## src/rtl/mouse_pkt_decoder.sv

```systemverilog
// PS/2 stream-mode mouse packet decoder: assembles 3-byte packets and integrates
// signed dx/dy into clamped absolute cursor coordinates plus button levels.
module mouse_pkt_decoder #(
  parameter int unsigned X_MAX   = 1023,
  parameter int unsigned Y_MAX   = 767,
  parameter int unsigned X_INIT  = 512,
  parameter int unsigned Y_INIT  = 384,
  parameter int unsigned TIMEOUT = 130000
) (
  input  logic        clk,
  input  logic        rst,
  input  logic [7:0]  rx_data,
  input  logic        rx_valid,
  input  logic        rx_error,
  output logic [11:0] mouse_xpos,
  output logic [11:0] mouse_ypos,
  output logic        mouse_left,
  output logic        mouse_right,
  output logic        pkt_valid
);

  localparam int unsigned PW = 12;
  localparam int unsigned SW = 14;
  localparam int unsigned TW = $clog2(TIMEOUT + 1);
  localparam logic signed [SW-1:0] X_MAX_S = SW'(X_MAX);
  localparam logic signed [SW-1:0] Y_MAX_S = SW'(Y_MAX);

  typedef enum logic [1:0] {
    BYTE0 = 2'd0,
    BYTE1 = 2'd1,
    BYTE2 = 2'd2
  } state_e;

  state_e          state_q, state_d;
  logic [TW-1:0]   timer_q, timer_d;
  // Latched status: {y_ovf, x_ovf, y_sign, x_sign, right, left}
  logic [5:0]      stat_q, stat_d;
  logic [7:0]      dxl_q, dxl_d;
  logic [PW-1:0]   xpos_q, xpos_d;
  logic [PW-1:0]   ypos_q, ypos_d;
  logic            left_q, left_d;
  logic            right_q, right_d;
  logic            pkt_valid_q, pkt_valid_d;

  logic signed [SW-1:0] dx_c, dy_c, nx_c, ny_c;
  logic [PW-1:0]        x_clamp_c, y_clamp_c;

  // State and datapath registers
  always_ff @(posedge clk or posedge rst) begin
    if (rst) begin
      state_q     <= BYTE0;
      timer_q     <= '0;
      stat_q      <= '0;
      dxl_q       <= '0;
      xpos_q      <= PW'(X_INIT);
      ypos_q      <= PW'(Y_INIT);
      left_q      <= 1'b0;
      right_q     <= 1'b0;
      pkt_valid_q <= 1'b0;
    end else begin
      state_q     <= state_d;
      timer_q     <= timer_d;
      stat_q      <= stat_d;
      dxl_q       <= dxl_d;
      xpos_q      <= xpos_d;
      ypos_q      <= ypos_d;
      left_q      <= left_d;
      right_q     <= right_d;
      pkt_valid_q <= pkt_valid_d;
    end
  end

  // Next-state and mid-packet idle timer
  always_comb begin
    state_d = state_q;
    timer_d = '0;
    if (rx_error) begin
      state_d = BYTE0;
    end else begin
      case (state_q)
        BYTE0: if (rx_valid && rx_data[3]) state_d = BYTE1;
        BYTE1, BYTE2: begin
          if (rx_valid) begin
            state_d = (state_q == BYTE1) ? BYTE2 : BYTE0;
          end else if (timer_q == TW'(TIMEOUT - 1)) begin
            state_d = BYTE0;
          end else begin
            timer_d = timer_q + TW'(1);
          end
        end
        default: state_d = BYTE0;
      endcase
    end
  end

  // Signed deltas; dy comes straight from the third byte on the bus
  assign dx_c = {{5{stat_q[2]}}, stat_q[2], dxl_q};
  assign dy_c = {{5{stat_q[3]}}, stat_q[3], rx_data};
  assign nx_c = $signed({2'b00, xpos_q}) + dx_c;
  assign ny_c = $signed({2'b00, ypos_q}) - dy_c;

  assign x_clamp_c = nx_c[SW-1] ? '0 : (nx_c > X_MAX_S) ? PW'(X_MAX) : nx_c[PW-1:0];
  assign y_clamp_c = ny_c[SW-1] ? '0 : (ny_c > Y_MAX_S) ? PW'(Y_MAX) : ny_c[PW-1:0];

  // Byte capture and packet apply
  always_comb begin
    stat_d      = stat_q;
    dxl_d       = dxl_q;
    xpos_d      = xpos_q;
    ypos_d      = ypos_q;
    left_d      = left_q;
    right_d     = right_q;
    pkt_valid_d = 1'b0;
    if (rx_valid && !rx_error) begin
      case (state_q)
        BYTE0: if (rx_data[3]) stat_d = {rx_data[7:4], rx_data[1:0]};
        BYTE1: dxl_d = rx_data;
        BYTE2: begin
          if (!stat_q[4]) xpos_d = x_clamp_c;
          if (!stat_q[5]) ypos_d = y_clamp_c;
          left_d      = stat_q[0];
          right_d     = stat_q[1];
          pkt_valid_d = 1'b1;
        end
        default: ;
      endcase
    end
  end

  assign mouse_xpos  = xpos_q;
  assign mouse_ypos  = ypos_q;
  assign mouse_left  = left_q;
  assign mouse_right = right_q;
  assign pkt_valid   = pkt_valid_q;

endmodule

```

## config.mk

```make
export PLATFORM = sky130hd
export DESIGN_NAME = mouse_pkt_decoder
export DESIGN_NICKNAME = d
export VERILOG_FILES = /design/src/rtl/mouse_pkt_decoder.sv
export SDC_FILE = /design/constraint.sdc
export NUM_CORES = 1
export LEC_CHECK = 0
export ABC_AREA = 1
export CAP_MARGIN = 20
export CORE_MARGIN = 1
export CORE_UTILIZATION = 53
export DETAILED_ROUTE_END_ITERATION = 10
export GPL_TIMING_DRIVEN = 0
export HOLD_SLACK_MARGIN = 0.08
export PLACE_DENSITY = 0.74
export SKIP_CTS_REPAIR_TIMING = 1
export SLEW_MARGIN = 20
export SYNTH_ARGS = -nofsm -noshare
export SYNTH_HDL_FRONTEND = slang
export SYNTH_SLANG_ARGS = --single-unit
export TNS_END_PERCENT = 20
```

## constraint.sdc

```tcl
create_clock -name clk -period 2 [get_ports clk]
set_input_delay 0.3 -clock clk [delete_from_list [all_inputs] [get_ports clk]]
set_output_delay 0.3 -clock clk [all_outputs]
set_load 0.01 [all_outputs]
```

==> results.yml, run 1 <==
route:
  drtAntennaViolNets: 0
  routedWlPerCell_um: 13.9
  route.vias.total: 3765
  wirelength_mm: 10.0
  routed_via_density: 5.24
  drt_iter0_drc: 156
  post-route-drc-count: 0
  first_pass_iters: 4
global_routing:
  grt_max_degree: 51
  grt_usage: 0.253
  grt_pass1_vias: 3707
  antenna_found_initial: 0
  grt_pass1_wl_mm: 16.6
  grt-ovfl-total: 0
synthesis:
  ys_async_sr_fraction: 1.00
  netlist_area_um2: 4150
  synthCells: 554
  yosys.cell_types.count: 35
  postSynthAreaPerCell_um2: 7.48
  ys_ff_latch: 60
  syn_nets: 599
  yosysSeqAreaShare: 0.363
  synth_edf_count: 0
  synth_warnings: 0
  ys.flop_type: "dfrtp_1"
cts:
  ctsLongestPathBuffers: 2
  cts_tree: "built"
  root_buffer: "clkbuf_8"
  clk_latency_ns: 0.34
  htreeDepth: 3
  clk_pin_slew_ns: 0.07
  numCtsBuffers: 9
  clock_sinks: 60
floorplanning:
  core_um2: 7410
  ios: 39
  start_util: 0.560
  chipWidth_um: 90.4
  die_h_um: 90.4
  die-area_um2: 8180
  num_rows: 31
setup_path:
  cp-end-kind: "flip-flop"
  worstPathRequired_ns: 2.22
  timing.critical_path.mode_cell: "nand2_2"
  cp.arrival_ns: 2.35
  crit_family: "simple AND/OR/NAND/NOR gates"
  cp_max_fo: 8
  crit_slowest_cell: "dfrtp_2"
  path_buf_inv: 2
  cp_cell_sequence: "clkinv_4, ha_4, nand2_1, nand2_2, inv_2, nand2_2, a21oi_2, nand2_2, nand2_4, nand2_2, nand2_2, nand3_4, nand2_8, nand2_1, nand2_1, nand2_1"
  critPathKind: "flip-flop to flip-flop"
  critical_path.startpoint_type: "flip-flop"
  critPathMaxStageDelay_ns: 0.41
power_and_ir_drop:
  pwr_density_cell_nw_per_um2: 1530
  power_leakage_nw: 2.59
  ir_worst_vdd_mv: 0.873
  fin_total_pwr_mw: 8.02
run:
  max_cap_viol_count: 0
sta:
  fin_ws_ns: -0.132
  hold_viol: 0
  fin_crit_sh: 1.07
  fin_skew_ns: 0.0106
  rsz0062_at_grt: "yes"
  worst_slew_margin_rel: 0.635
  max_freq_ghz: 0.469
  setup_viol: 20
  period_needed_ns: 2.13
  slew_viol_final: 0
  setup_tns_ns: -1.78
  worst_pin_slew_ns: 0.548
cells_and_area:
  layout.nets: 659
  final_area_um2: 5240
  area_growth_pct: 26.5
  drive_above_1_share: 0.197
  num_antenna_cells: 0
place:
  portBuffers: 38
  hpwl_mm: 7.19
  globalplace.congestion: 0.912
  placed_area_um2: 4680
worst_hold_path:
  hp-class: "input pin to asynchronous set/reset pin"
run_status:
  violations: "setup timing"
  run_status: "finished, violations left"
## stage by stage
step	util	instances	hold slack [ns]	worst slack [ns]
floorplan	-	554	0.433	0.0127
global placement	0.628	691	0.444	-0.909
detailed placement	0.632	692	0.454	-0.616
CTS	0.659	708	0.209	-0.388
global route	0.708	718	0.242	-0.257
finish	0.708	718	0.214	-0.132
## sequential cells by signal (all words and copies together), names as in the netlist
signal	flops
dxl_q	8
mouse_right	1
mouse_xpos	12
timer_q	17
stat_q	6
state_q	2
pkt_valid	1
mouse_left	1
mouse_ypos	12
## final cells by class
type,count,area (um2)
Tap cell,99,124
Buffer,5,20.0
Sequential cell,60,1510
Clock inverter,4,47.5
Inverter,76,295
Timing Repair Buffer,49,513
Multi-Input combinational cell,413,2580
Fill cell,600,2160
Clock buffer,12,155
## path summary, 6_finish.rpt
kind / startpoint / to / slack (ns) / depth (start not counted)
max: stat_q[3]$_DFFE_PP0P_ / mouse_ypos[4]$_DFFE_PP0P_ / -0.13 / 16
min: rst / mouse_ypos[11]$_DFFE_PP0P_ / 0.21 / 2
max reg2reg: stat_q[3]$_DFFE_PP0P_ / mouse_ypos[4]$_DFFE_PP0P_ / -0.13 / 16
min reg2reg: timer_q[0]$_DFF_PP0_ / timer_q[0]$_DFF_PP0_ / 0.46 / 1
max in group asynchronous: rst / mouse_xpos[9]$_DFFE_PP1P_ / 1.25 / 3
min in group clk: rx_data[1] / dxl_q[1]$_DFFE_PP0P_ / 0.35 / 3
## worst register-to-register path, cell delays in order (launching register included)
cell and delay, ns:
dfrtp_2 0.41, clkinv_4 0.13, ha_4 0.28, nand2_1 0.09
nand2_2 0.08, inv_2 0.07, nand2_2 0.07, a21oi_2 0.17
nand2_2 0.09, nand2_4 0.10, nand2_2 0.05, nand2_2 0.08
nand3_4 0.12, nand2_8 0.13, nand2_1 0.06, nand2_1 0.05
nand2_1 0.04
## power by group
| part | switching, mW | internal [mW] |
|---|---|---|
| combinational | 2.87 | 2.08 |
| clock | 0.508 | 0.640 |
| sequential | 0.351 | 1.58 |
| total | 3.73 | 4.30 |
## cells by family after synthesis
| group | synth area share |
|---|---|
| XOR/XNOR | 0.0359 |
| buffers and inverters | 0.0736 |
| AND/OR/NAND/NOR | 0.328 |
| AO/OA/AOI/OAI | 0.0963 |
| adder cells (fa/ha/maj) | 0.103 |
| flip-flops | 0.363 |
## placed cells by master (no fill, tap or decap), types with 3 or more instances in the layout
| master | Yosys | final |
|---|---|---|
| nand2_2 | 16 | 24 |
| o21ai_1 | 2 | 3 |
| nor3_1 | 4 | 4 |
| ha_1 | 31 | 19 |
| clkdlybuf4s50_1 | 0 | 36 |
| inv_1 | 69 | 60 |
| nor2_4 | 5 | 6 |
| a21oi_1 | 22 | 20 |
| xnor2_1 | 8 | 8 |
| inv_2 | 7 | 13 |
| o21ai_0 | 31 | 29 |
| nand3_2 | 5 | 6 |
| nand3_1 | 28 | 26 |
| a31oi_1 | 4 | 4 |
| clkbuf_1 | 4 | 5 |
| a21oi_2 | 4 | 4 |
| a21oi_4 | 2 | 4 |
| nor2_1 | 37 | 32 |
| nand4_1 | 9 | 9 |
| nand2_4 | 3 | 3 |
| xor2_1 | 9 | 9 |
| nor2_2 | 2 | 6 |
| dfrtp_1 | 57 | 55 |
| buf_4 | 0 | 8 |
| clkbuf_8 | 0 | 11 |
| ha_4 | 0 | 11 |
| dfstp_2 | 3 | 3 |
| nand2_1 | 176 | 167 |
| nand3b_1 | 3 | 3 |
## per-layer routing
metal | GRT usage | routed length [um] | up-vias
met3 | 0.0379 | 365 | 22
met5 | 0 | 0 | -
met4 | 0.0914 | 290 | 0
li1 | - | - | 1888
met2 | 0.475 | 5160 | 97
met1 | 0.288 | 4190 | 1758
## cell usage after synthesis, types with 2 or more instances
cell / number / area share
nor2_4: 5 / 0.014
ha_1: 31 / 0.094
dfstp_2: 3 / 0.019
nor2_2: 2 / 0.0030
clkbuf_1: 4 / 0.0036
nand3_2: 5 / 0.012
nor2_1: 37 / 0.034
nor3_1: 4 / 0.0048
nand3b_1: 3 / 0.0054
xnor2_1: 8 / 0.017
nor3_2: 3 / 0.0072
nand2_1: 176 / 0.16
inv_1: 69 / 0.062
o21ai_1: 2 / 0.0024
fa_1: 2 / 0.0097
a21oi_1: 22 / 0.027
xor2_1: 9 / 0.019
a31oi_1: 4 / 0.0060
o21ai_0: 31 / 0.037
inv_2: 7 / 0.0063
a21oi_4: 2 / 0.0078
dfrtp_1: 57 / 0.34
nand3_1: 28 / 0.034
nand4_1: 9 / 0.014
nand2_2: 16 / 0.024
a21oi_2: 4 / 0.0085
nand2_4: 3 / 0.0081
(Power assumes the default switching activity.)
==> inputs of run 2 (changes only) <==
--- a/config.mk
+++ b/config.mk
@@ -8,11 +8,10 @@
 export ABC_AREA = 1
 export CAP_MARGIN = 20
 export CORE_MARGIN = 1
-export CORE_UTILIZATION = 53
+export CORE_UTILIZATION = 55
 export DETAILED_ROUTE_END_ITERATION = 10
-export GPL_TIMING_DRIVEN = 0
 export HOLD_SLACK_MARGIN = 0.08
-export PLACE_DENSITY = 0.74
+export PLACE_DENSITY = 0.73
 export SKIP_CTS_REPAIR_TIMING = 1
 export SLEW_MARGIN = 20
 export SYNTH_ARGS = -nofsm -noshare
==> constraint.sdc (replaced) <==
create_clock -name clk -period 2.4 [get_ports clk]
set_input_delay 0.36 -clock clk [delete_from_list [all_inputs] [get_ports clk]]
set_output_delay 0.36 -clock clk [all_outputs]
set_load 0.01 [all_outputs]
==> run 2 against run 1 <==
  * The run now ends clean
  * Sequential cell count unchanged
  * Count of clock-buffer cells in the layout is 3 lower
  * Highest routed layer unchanged
  * Worst hold slack better by 0.11 ns
  * Sequential share of layout area increased by 1.1 points
  * Worst setup slack gained 0.35 ns
  * Clock power down 9.6%
  * Combinational power decreased by 24%
  * Critical path depth shrank 2
==> results.yml, run 2 (synthesis results as in run 1) <==
cts:
  clk_pin_slew_ns: 0.07
  ctsLongestPathBuffers: 2
  numCtsBuffers: 9
  root_buffer: "clkbuf_8"
  cts_tree: "built"
  htreeDepth: 3
  clock_sinks: 60
  clk_latency_ns: 0.35
cells_and_area:
  drive_above_1_share: 0.149
  final_common_cell: "nand2_1"
  final_area_um2: 5040
  layout.nets: 666
  largest_reg_flops: 17
  multiInputGateArea_um2: 2330
  largest_register: "timer_q"
  area_growth_pct: 21.5
  num_antenna_cells: 0
  regArea_um2: 1510
  n_fill_cell: 640
  final_cell_mix: "nand2_1, inv_1, dfrtp_1"
global_routing:
  grt_usage: 0.264
  grt_max_degree: 43
  antenna_found_initial: 0
  grt_pass1_wl_mm: 15.8
  grt-ovfl-total: 0
  grt_pass1_vias: 3538
setup_path:
  cp-end-kind: "flip-flop"
  crit_slowest_cell: "dfrtp_1"
  cp_max_fo: 8
  r2r-end: "mouse_ypos[5]$_DFFE_PP0P_"
  critPathMaxStageDelay_ns: 0.42
  cp.arrival_ns: 2.42
  rr_worst_depth: 14
  worstPathRequired_ns: 2.64
  critical_path.startpoint_type: "flip-flop"
  cp_cell_sequence: "inv_2, ha_1, nand2_2, inv_1, a21oi_1, nand3_1, nand2_1, nand2_1, nor2_4, nand3_4, nand2_4, nand2_1, nand2_1, nand2_1"
  timing.critical_path.mode_cell: "nand2_1"
  critPathKind: "flip-flop to flip-flop"
  r2r-start: "stat_q[3]$_DFFE_PP0P_"
  r2r_slack_ns: 0.22
power_and_ir_drop:
  ir_worst_vdd_mv: 0.700
  power_leakage_nw: 2.60
  pwr_density_cell_nw_per_um2: 1270
place:
  portBuffers: 38
  hpwl_mm: 7.45
  globalplace.congestion: 0.896
  placed_area_um2: 4810
  dp_slack_ns: -0.136
route:
  drt_iter0_drc: 139
  post-route-drc-count: 0
  route.vias.total: 3730
  routed_via_density: 5.14
  drtAntennaViolNets: 0
  first_pass_iters: 4
  wirelength_mm: 9.48
  routedWlPerCell_um: 13.1
floorplanning:
  chipWidth_um: 88.8
  num_rows: 31
  die-area_um2: 7890
  ios: 39
  start_util: 0.572
  die_h_um: 88.8
  core_um2: 7250
sta:
  slew_viol_final: 0
  worst_pin_slew_ns: 0.474
  hold_viol: 0
  max_freq_ghz: 0.458
  setup_viol: 0
  rsz0062_at_grt: "no"
  period_needed_ns: 2.18
  worst_slew_margin_rel: 0.683
  fin_ws_ns: 0.216
  fin_skew_ns: 0.0149
  fin_crit_sh: 0.910
run:
  max_cap_viol_count: 0
run_status:
  run_status: "completed"
worst_hold_path:
  hp-class: "input pin to asynchronous set/reset pin"
==> run 2: metrics by stage <==
step	power, mW	hold slack, ns	setup TNS, ns	utilization	std cells
floorplan	4.15	0.433	0	-	554
global placement	5.24	0.445	-0.743	0.664	709
detailed placement	5.29	0.454	-1.16	0.664	709
CTS	6.38	0.321	0	0.694	725
global route	6.96	0.370	0	0.694	725
finish	6.38	0.324	0	0.694	725
==> run 2: routing by layer <==
metal	wire, um	vias up	part of all wire	GRT usage
met1	4410	1742	0.46	0.329
met3	348	11	0.037	0.0578
met2	4560	64	0.48	0.455
li1	-	1913	-	-
met5	0	-	0	0
met4	167	0	0.018	0.0836
==> run 2: how the worst max path moves through the flow <==
stage / start / to / slack (ns)
finish: stat_q[3]$_DFFE_PP0P_ / mouse_ypos[5]$_DFFE_PP0P_ / 0.22
global route: rx_data[0] / mouse_ypos[3]$_DFFE_PP0P_ / 0.01
CTS: stat_q[3]$_DFFE_PP0P_ / mouse_ypos[5]$_DFFE_PP0P_ / 0.16
detailed placement: rx_data[0] / mouse_ypos[6]$_DFFE_PP0P_ / -0.14
global placement: rx_data[0] / mouse_ypos[9]$_DFFE_PP0P_ / -0.09
floorplan: mouse_ypos[0]$_DFFE_PP0P_ / mouse_ypos[3]$_DFFE_PP0P_ / 0.41
==> run 2: cell type report <==
| cell class | count | share of cell area |
|---|---|---|
| clock buffers | 9 | 0.0246 |
| clock inverters | 7 | 0.0196 |
| inverters | 76 | 0.0566 |
| multi-input cells | 413 | 0.463 |
| flip-flops and latches | 60 | 0.299 |
| well taps | 99 | 0.0246 |
| repair buffers | 61 | 0.112 |
==> run 2: worst max-delay path: cells and delay by family, from the launching register on <==
kind | cells | cell delay [ns]
buf+inv | 2 | 0.15
fa+ha+maj | 1 | 0.39
flops | 1 | 0.42
simple gates | 10 | 0.91
compound gates | 1 | 0.20
==> run 2: report_power, final <==
| part | internal (mW) | switching, mW | leakage [nW] |
|---|---|---|---|
| sequential | 1.31 | 0.255 | 0.782 |
| combinational | 1.56 | 2.21 | 1.71 |
| clock | 0.591 | 0.450 | 0.110 |
